$ cat src/rtl/mem_stage_ctrl.sv
// Memory-stage access controller: runs the EX/MEM load/store against a multi-cycle
// data memory, stalls upstream while in flight and drives the MEM/WB write enable.
module mem_stage_ctrl #(
    parameter int TIMEOUT = 64,
    parameter int CNT_W   = 7
) (
    input  logic        clk,
    input  logic        rst_n,
    input  logic        valid_in,
    input  logic        mem_read_in,
    input  logic        mem_write_in,
    input  logic [15:0] addr_in,
    input  logic [15:0] wr_data_in,
    input  logic        mem_busy,
    input  logic        mem_done,
    input  logic [15:0] mem_rdata,
    output logic        mem_req,
    output logic        mem_wr,
    output logic [15:0] mem_addr,
    output logic [15:0] mem_wdata,
    output logic [15:0] read_data_out,
    output logic        wb_en,
    output logic        bubble_out,
    output logic        stall_out,
    output logic        err
);

    typedef enum logic [2:0] {
        S_IDLE = 3'd0,
        S_REQ  = 3'd1,
        S_WAIT = 3'd2,
        S_DONE = 3'd3,
        S_ERR  = 3'd4
    } state_t;

    state_t           state_q, state_d;
    logic [CNT_W-1:0] cnt_q, cnt_d;
    logic [15:0]      addr_q, addr_d;
    logic [15:0]      wdata_q, wdata_d;
    logic [15:0]      rdata_q, rdata_d;
    logic             wr_q, wr_d;
    logic             acc;
    logic             timeout_hit;

    assign acc         = valid_in & (mem_read_in | mem_write_in);
    assign timeout_hit = (cnt_q == CNT_W'(TIMEOUT - 1));

    always_comb begin
        state_d    = state_q;
        cnt_d      = cnt_q;
        addr_d     = addr_q;
        wdata_d    = wdata_q;
        wr_d       = wr_q;
        rdata_d    = rdata_q;
        stall_out  = 1'b0;
        wb_en      = 1'b1;
        bubble_out = 1'b0;
        mem_req    = 1'b0;

        case (state_q)
            S_IDLE: begin
                if (acc) begin
                    stall_out  = 1'b1;
                    wb_en      = 1'b0;
                    bubble_out = 1'b1;
                    // Odd addresses fault before any memory traffic is generated.
                    if (addr_in[0]) begin
                        state_d = S_ERR;
                    end else if (!mem_busy) begin
                        addr_d  = addr_in;
                        wdata_d = wr_data_in;
                        wr_d    = mem_write_in;
                        state_d = S_REQ;
                    end
                end
            end
            S_REQ: begin
                stall_out  = 1'b1;
                wb_en      = 1'b0;
                bubble_out = 1'b1;
                mem_req    = 1'b1;
                cnt_d      = '0;
                state_d    = S_WAIT;
            end
            S_WAIT: begin
                stall_out  = 1'b1;
                wb_en      = 1'b0;
                bubble_out = 1'b1;
                cnt_d      = cnt_q + CNT_W'(1);
                // A completion on the final allowed cycle beats the timeout.
                if (mem_done) begin
                    if (!wr_q) rdata_d = mem_rdata;
                    state_d = S_DONE;
                end else if (timeout_hit) begin
                    state_d = S_ERR;
                end
            end
            S_DONE: begin
                state_d = S_IDLE;
            end
            S_ERR: begin
                stall_out  = 1'b1;
                wb_en      = 1'b0;
                bubble_out = 1'b1;
            end
            default: begin
                state_d = S_IDLE;
            end
        endcase
    end

    always_ff @(posedge clk or negedge rst_n) begin
        if (!rst_n) begin
            state_q <= S_IDLE;
            cnt_q   <= '0;
            addr_q  <= '0;
            wdata_q <= '0;
            wr_q    <= 1'b0;
            rdata_q <= '0;
        end else begin
            state_q <= state_d;
            cnt_q   <= cnt_d;
            addr_q  <= addr_d;
            wdata_q <= wdata_d;
            wr_q    <= wr_d;
            rdata_q <= rdata_d;
        end
    end

    assign mem_wr        = wr_q;
    assign mem_addr      = addr_q;
    assign mem_wdata     = wdata_q;
    assign read_data_out = rdata_q;
    assign err           = (state_q == S_ERR);

endmodule

$ cat config.mk
export PLATFORM = sky130hd
export DESIGN_NAME = mem_stage_ctrl
export DESIGN_NICKNAME = d
export VERILOG_FILES = /design/src/rtl/mem_stage_ctrl.sv
export SDC_FILE = /design/constraint.sdc
export NUM_CORES = 1
export LEC_CHECK = 0
export BUFFER_PORTS_ARGS = -buffer_cell sky130_fd_sc_hd__buf_2
export CAP_MARGIN = 10
export CORE_MARGIN = 1.5
export CORE_UTILIZATION = 50
export DETAILED_ROUTE_END_ITERATION = 10
export PLACE_DENSITY_LB_ADDON = 0.08
export SLEW_MARGIN = 40
export SYNTH_ARGS = -nofsm -noshare
export SYNTH_HDL_FRONTEND = slang
export SYNTH_SLANG_ARGS = --single-unit
$ cat constraint.sdc
create_clock -name clk -period 4.22 [get_ports clk]
set_input_delay 0.633 -clock clk [delete_from_list [all_inputs] [get_ports clk]]
set_output_delay 0.633 -clock clk [all_outputs]
set_load 0.01 [all_outputs]
==> results of run 1 <==
-- critical path, cell delays in order (launching register included) --
cell     delay, ns
dfrtp_1       0.53
or3b_2        0.53
inv_1         0.09
buf_2         0.13
-- per-stage QoR --
step	area, um^2	setup WS [ns]
floorplan	2459	2.106
global placement	3014	2.084
detailed placement	3014	2.034
CTS	3233	1.974
global route	3233	1.911
finish	3233	1.996
-- final cells by class --
type                            count  area, um^2
Clock buffer                       13       158.9
Clock inverter                      2       60.06
Fill cell                         371        1490
Inverter                            3       11.26
Multi-Input combinational cell    100       917.1
Sequential cell                    58        1451
Tap cell                           67       83.83
Timing Repair Buffer              109       550.5
-- per-layer routing --
layer	vias up	GRT usage [%]	routed length, um	part of all wire [%]
met2	59	30.81	2268	50
met4	0	10.06	74	1.6
met1	846	21.96	1924	42
met3	8	6.077	284	6.2
met5	-	0	0	0
li1	820	-	-	-
-- power by group --
group	leakage (nW)	total, mW	switching (mW)	internal [mW]
Sequential	0.713	0.958	0.147	0.811
Clock	0.110	0.557	0.195	0.362
Combinational	0.832	0.855	0.392	0.463
Total	1.66	2.37	0.733	1.64
-- placed cells by master, fill, tap and decap left out, types with 2 or more instances in the layout --
cell type,Yosys,routed
nor2_1,5,5
buf_2,0,107
nand2_1,9,9
mux2_1,3,3
o21ai_0,12,12
mux2_2,35,35
nand3_1,4,4
inv_1,3,3
mux2_4,10,10
dfrtp_1,58,58
and2_1,2,2
clkbuf_1,1,2
bufinv_16,0,2
nor3_4,2,2
nor3_1,2,2
clkbuf_8,0,11
buf_4,4,2
-- logic make-up after synthesis --
group,share of synthesized area [%]
flip-flops,59.03
multiplexers,23.92
AND/OR/NAND/NOR,8.245
AO/OA/AOI/OAI,4.123
buffers and inverters,3.664
adder cells (fa/ha/maj),0.5088
other,0.1525
XOR/XNOR,0.3563
-- how the worst min path moves through the flow --
stage	start	end	slack, ns
finish	rst_n	mem_wdata[7]	0.43
global route	mem_addr[12]	mem_addr[12]	0.50
CTS	rst_n	mem_wdata[2]	0.47
detailed placement	mem_addr[12]	mem_addr[12]	0.47
global placement	mem_wdata[7]	mem_wdata[7]	0.46
floorplan	rst_n	cnt_q[0]	0.34
-- flip-flops by register name, indices dropped and copies added (netlist names) --
| register | count |
|---|---|
| mem_wdata | 16 |
| read_data_out | 16 |
| mem_addr | 15 |
| cnt_q | 7 |
| state_q | 3 |
| mem_wr | 1 |
==> run_results.csv, run 1 <==
group,metric,value,unit
die,initial_utilization,52.05,%
sta,rsz0062_at_grt,"false",
cts,cts_resized,0,
die,die_w,73.12,um
sta,finalSetupViolCount,0,
critical_path,worst_setup_path_end_kind,"output pin",
cts,cts_tree,"built",
sta,tightest_slew,0.7135,ns
detailed_routing,drcViolationCount,0,
sta,drv_slew,0,
die,core,0.004723,mm^2
synthesis,syn_inst,170,
cts,cts_num_sinks,58,
global_routing,antenna_found_initial,0,
sta,hold_slack,0.4303,ns
finish,drive_gt1_share,60.35,%
die,dieHeight,73.12,um
cts,cts_setup_buffers,0,
synthesis,synth_ff_type,"dfrtp_1",
global_routing,grtUsageTotal,18.84,%
detailed_routing,vias,1733,
critical_path,cp.arrival,1.59,ns
synthesis,async_flop_share,100.0,%
power,power_density,732.8,mW/mm^2
detailed_routing,via_per_inst,4.923,
critical_path,crit_path_max_fanout,8,
synthesis,synth-seq-cells,58,
synthesis,synth-edff-count,0,
global_routing,grt_overflow,0,
synthesis,yosys.cell_count.top_type,"dfrtp_1",
hold_path,hp-class,"primary input to async pin",
global_routing,grt_max_degree,59,
placement,gp_congestion,0.7736,
placement,dpl.cell_count,337,
sta,fin_setup_tns,0,ns
finish,layout.nets,337,
critical_path,criticalPathCategory,"register to output pin",
outcome,status,"complete, no violations",
finish,synthToLayoutAreaGrowth,31.50,%
critical_path,required,3.59,ns
power,peakVddDrop,0.4230,mV
cts,clockBufferDepth,2,
critical_path,worstSetupStartpointType,"register",
critical_path,worstSetupEndpoint,"mem_req",
sta,slew_headroom,52.43,%
cts,clk_latency,0.32,ns
die,io_pins,109,
critical_path,crit_path_start,"state_q[0]",
finish,fin_util,68.45,%
cts,hold_buffers,0,
cts,cts_root_buf,"clkbuf_8",
critical_path,rr_endpoint,"mem_addr[4]",
critical_path,rrSetupSlack,2.34,ns
cts,cts_htree_levels,3,
synthesis,syn_area,0.002459,mm^2
synthesis,synth_area_leaders,"dfrtp_1 59%, mux2_2 16%, mux2_4 6.1%, o21ai_0 2.4%, buf_6 1.8%",
synthesis,yosysUniqueCellTypes,31,
detailed_routing,wirelength,4551,um
placement,port_buffers,107,
sta,fin_crit_sh,52.70,%
die,die_area,0.005347,mm^2
detailed_routing,first_iter_violations,81,
detailed_routing,antenna_left,0,
power,power,2.369,mW
cts,clk_pin_slew,0.06,ns
detailed_routing,dr.pass1.iters,4,
sta,min_period,2.224,ns
critical_path,rr_worst_depth,5,
synthesis,yosysSeqAreaShare,59.03,%
global_routing,grt_pass1_wl,7514,um
synthesis,yosys.area.top_type,"dfrtp_1",
sta,fmax,449.7,MHz
sta,hold_viol_final,0,
synthesis,synth_top_area_share,59.03,%
sta,clock_skew,0.005662,ns
synthesis,syn_nets,226,
power,p_leak,1.655,nW
die,rows,25,
synthesis,syn_area_per_cell,14.46,um^2
finish,instances_no_fill,352,
synthesis,yosys_warnings,0,
run,drv_cap,0,
finish,antenna_cells,0,
synthesis,netlist_top_cells_count,"58 x dfrtp_1, 35 x mux2_2, 12 x o21ai_0",
critical_path,reg2reg_from,"state_q[2]",
global_routing,grt_pass1_vias,1724,
placement,dp_hpwl,3269,um
detailed_routing,routedWlPerCell,12.93,um
cts,cts_made_buffers,9,
Note: power is estimated with default switching activity, not from simulation.
==> inputs of run 2 (changes only) <==
--- a/config.mk
+++ b/config.mk
@@ -8,7 +8,7 @@
 export BUFFER_PORTS_ARGS = -buffer_cell sky130_fd_sc_hd__buf_2
 export CAP_MARGIN = 10
 export CORE_MARGIN = 1.5
-export CORE_UTILIZATION = 50
+export CORE_UTILIZATION = 42
 export DETAILED_ROUTE_END_ITERATION = 10
 export PLACE_DENSITY_LB_ADDON = 0.08
 export SLEW_MARGIN = 40
==> constraint.sdc (replaced) <==
create_clock -name clk -period 1.79 [get_ports clk]
set_input_delay 0.2685 -clock clk [delete_from_list [all_inputs] [get_ports clk]]
set_output_delay 0.2685 -clock clk [all_outputs]
set_load 0.01 [all_outputs]
==> run 2 against run 1 <==
Via count grew 1.6%. Hold slack got worse by 0.27 ns. Non-clock buffer count grew 14. Critical path depth is 4 higher. Sequential power is 130% higher. Design area increased by 7.8%. Die area is 18% higher. First-iteration DRC count grew 4.9%. Combinational power rose to 2.7 times the previous value. Largest power group is now combinational cells. Highest routed layer unchanged.
==> run_results.csv, run 2 (synthesis gave the netlist of run 1 again) <==
group,metric,value,unit
outcome,status,"complete, no violations",
power,power_density,1671,mW/mm^2
hold_path,hold-path-cell-count,2,
die,initial_utilization,44.11,%
critical_path,path_cells,"buf_6 -> nor3_4 -> nand2_2 -> nor3_4 -> buf_6 -> clkbuf_16 -> mux2_4",
critical_path,path_delay_family,"simple AND/OR/NAND/NOR gates",
critical_path,cp.arrival,1.96,ns
sta,rsz0062_at_grt,"true",
global_routing,grt_overflow,0,
power,peakVddDrop,0.9427,mV
power,p_int,3.989,mW
critical_path,rr_endpoint,"mem_wdata[5]",
critical_path,rr_worst_depth,7,
finish,synthToLayoutAreaGrowth,41.78,%
detailed_routing,routedWlPerCell,14.30,um
placement,gp_congestion,0.8114,
critical_path,reg2reg_from,"state_q[0]",
die,dieHeight,79.51,um
cts,clk_latency,0.33,ns
critical_path,crit_path_max_fanout,8,
critical_path,criticalPathCategory,"register to register",
placement,port_buffers,107,
cts,cts_made_buffers,9,
detailed_routing,vias,1760,
global_routing,grtUsageTotal,16.52,%
global_routing,grt_pass1_wl,7797,um
die,io_pins,109,
die,core,0.005574,mm^2
power,p_sw,1.835,mW
cts,clockBufferDepth,2,
critical_path,worst_setup_path_end_kind,"register",
detailed_routing,via_per_inst,4.744,
sta,clock_skew,0.009621,ns
critical_path,required,2.00,ns
die,rows,27,
finish,antenna_cells,0,
hold_path,holdCritStartpoint,"wr_data_in[7]",
cts,cts_num_sinks,58,
critical_path,worstSetupStartpointType,"register",
detailed_routing,dr.pass1.iters,4,
critical_path,crit_buf_inv,3,
run,drv_cap,0,
placement,dp_hpwl,3454,um
finish,instances_no_fill,371,
sta,hold_viol_final,0,
power,p_sw_share,31.50,%
detailed_routing,antenna_left,0,
finish,multi_input_area,989.7,um^2
power,pwr-share-clk,21.2,%
cts,clk_pin_slew,0.06,ns
hold_path,whs_endpoint,"mem_wdata[7]",
placement,dpl.cell_count,347,
cts,cts_root_buf,"clkbuf_8",
finish,fin_util,62.54,%
global_routing,grt_max_degree,40,
die,die_w,79.51,um
cts,cts_htree_levels,3,
sta,min_period,1.752,ns
power,power,5.824,mW
power,p_leak,1.799,nW
sta,drv_slew,0,
critical_path,rrSetupSlack,0.04,ns
finish,final_cell_mix,"106 x buf_2, 58 x dfrtp_1, 28 x mux2_4",
detailed_routing,first_iter_violations,85,
power,combPwrFrac,40.3,%
die,die_area,0.006322,mm^2
finish,fillers,470,
detailed_routing,wirelength,5305,um
critical_path,cpPeakStageDelay,0.39,ns
critical_path,worst_path_max_delay_cell,"dfrtp_1",
finish,final_common_cell,"buf_2",
cts,cts_tree,"built",
sta,fin_crit_sh,97.85,%
global_routing,grt_pass1_vias,1599,
hold_path,hp-class,"primary input to register",
finish,seqCellArea,0.001451,mm^2
power,p_seq_share,38.5,%
sta,fmax,570.9,MHz
sta,hold_slack,0.1589,ns
finish,drive_gt1_share,63.21,%
finish,layout.nets,351,
global_routing,antenna_found_initial,0,
detailed_routing,drcViolationCount,0,
sta,finalSetupViolCount,0,
run 2: cell count changes in the layout (fill, tap and decap cells not counted), sizes merged:
| cell | previous run | this run |
|---|---|---|
| buf | 109 | 120 |
| bufinv | 2 | 1 |
| clkbuf | 13 | 15 |
| clkinv | 0 | 1 |
| dlygate4sd3 | 0 | 1 |
run 2: how the worst max path moves through the flow:
stage	start	end	slack (ns)	cells past startpoint
final	state_q[0]	mem_wdata[5]	0.04	7
after global routing	state_q[0]	mem_addr[5]	-0.04	7
after CTS	state_q[2]	mem_req	0.01	4
after detailed placement	state_q[2]	cnt_q[2]	0.14	6
after global placement	state_q[2]	cnt_q[6]	0.15	4
after floorplan	state_q[2]	mem_addr[10]	0.15	5
run 2: worst register-to-register path: stages (launching register included):
cell and delay, ns:
dfrtp_1 0.39, buf_6 0.13, nor3_4 0.20, nand2_2 0.09, nor3_4 0.21, buf_6 0.15, clkbuf_16 0.16, mux2_4 0.30
run 2: power groups by stage:
stage               clock network [mW]  registers [mW]  logic, mW
floorplan                            0            2.50       1.03
global placement                     0            2.25       2.10
detailed placement                   0            2.25       2.12
CTS                               1.27            2.23       2.16
global route                      1.34            2.33       2.53
finish                            1.23            2.24       2.35
run 2: cell type report:
class                   instances  area share [%]
clock buffers                  13           4.846
clock inverters                 2           1.005
inverters                       3          0.3230
multi-input cells             100           28.39
flip-flops and latches         58           41.64
well taps                      72           2.584
repair buffers                123           21.21
run 2: timing repair:
action / in CTS / in global routing
endpoints found under the setup margin: 1 / 32
hold buffers: 1 / 0
gates resized for setup: 1 / 24
pin swaps: 0 / 4
setup buffers: 2 / 3
endpoints found under the hold margin: 19 / 0
cloned: 0 / 3
run 2: metrics by stage:
stage | cell area [um^2] | TNS [ns] | setup slack (ns)
after floorplan | 2459 | 0 | 0.1451
after global placement | 3083 | 0 | 0.1462
after detailed placement | 3083 | 0 | 0.1430
after CTS | 3314 | 0 | 0.01393
after global routing | 3486 | -0.4756 | -0.03593
final | 3486 | 0 | 0.03844
run 2: routing by layer:
| layer | wire length [um] | track usage [%] | up-vias |
|---|---|---|---|
| li1 | - | - | 851 |
| met1 | 2403 | 22.19 | 842 |
| met2 | 2447 | 23.22 | 60 |
| met3 | 382 | 5.371 | 7 |
| met4 | 72 | 9.474 | 0 |
| met5 | 0 | 0 | - |
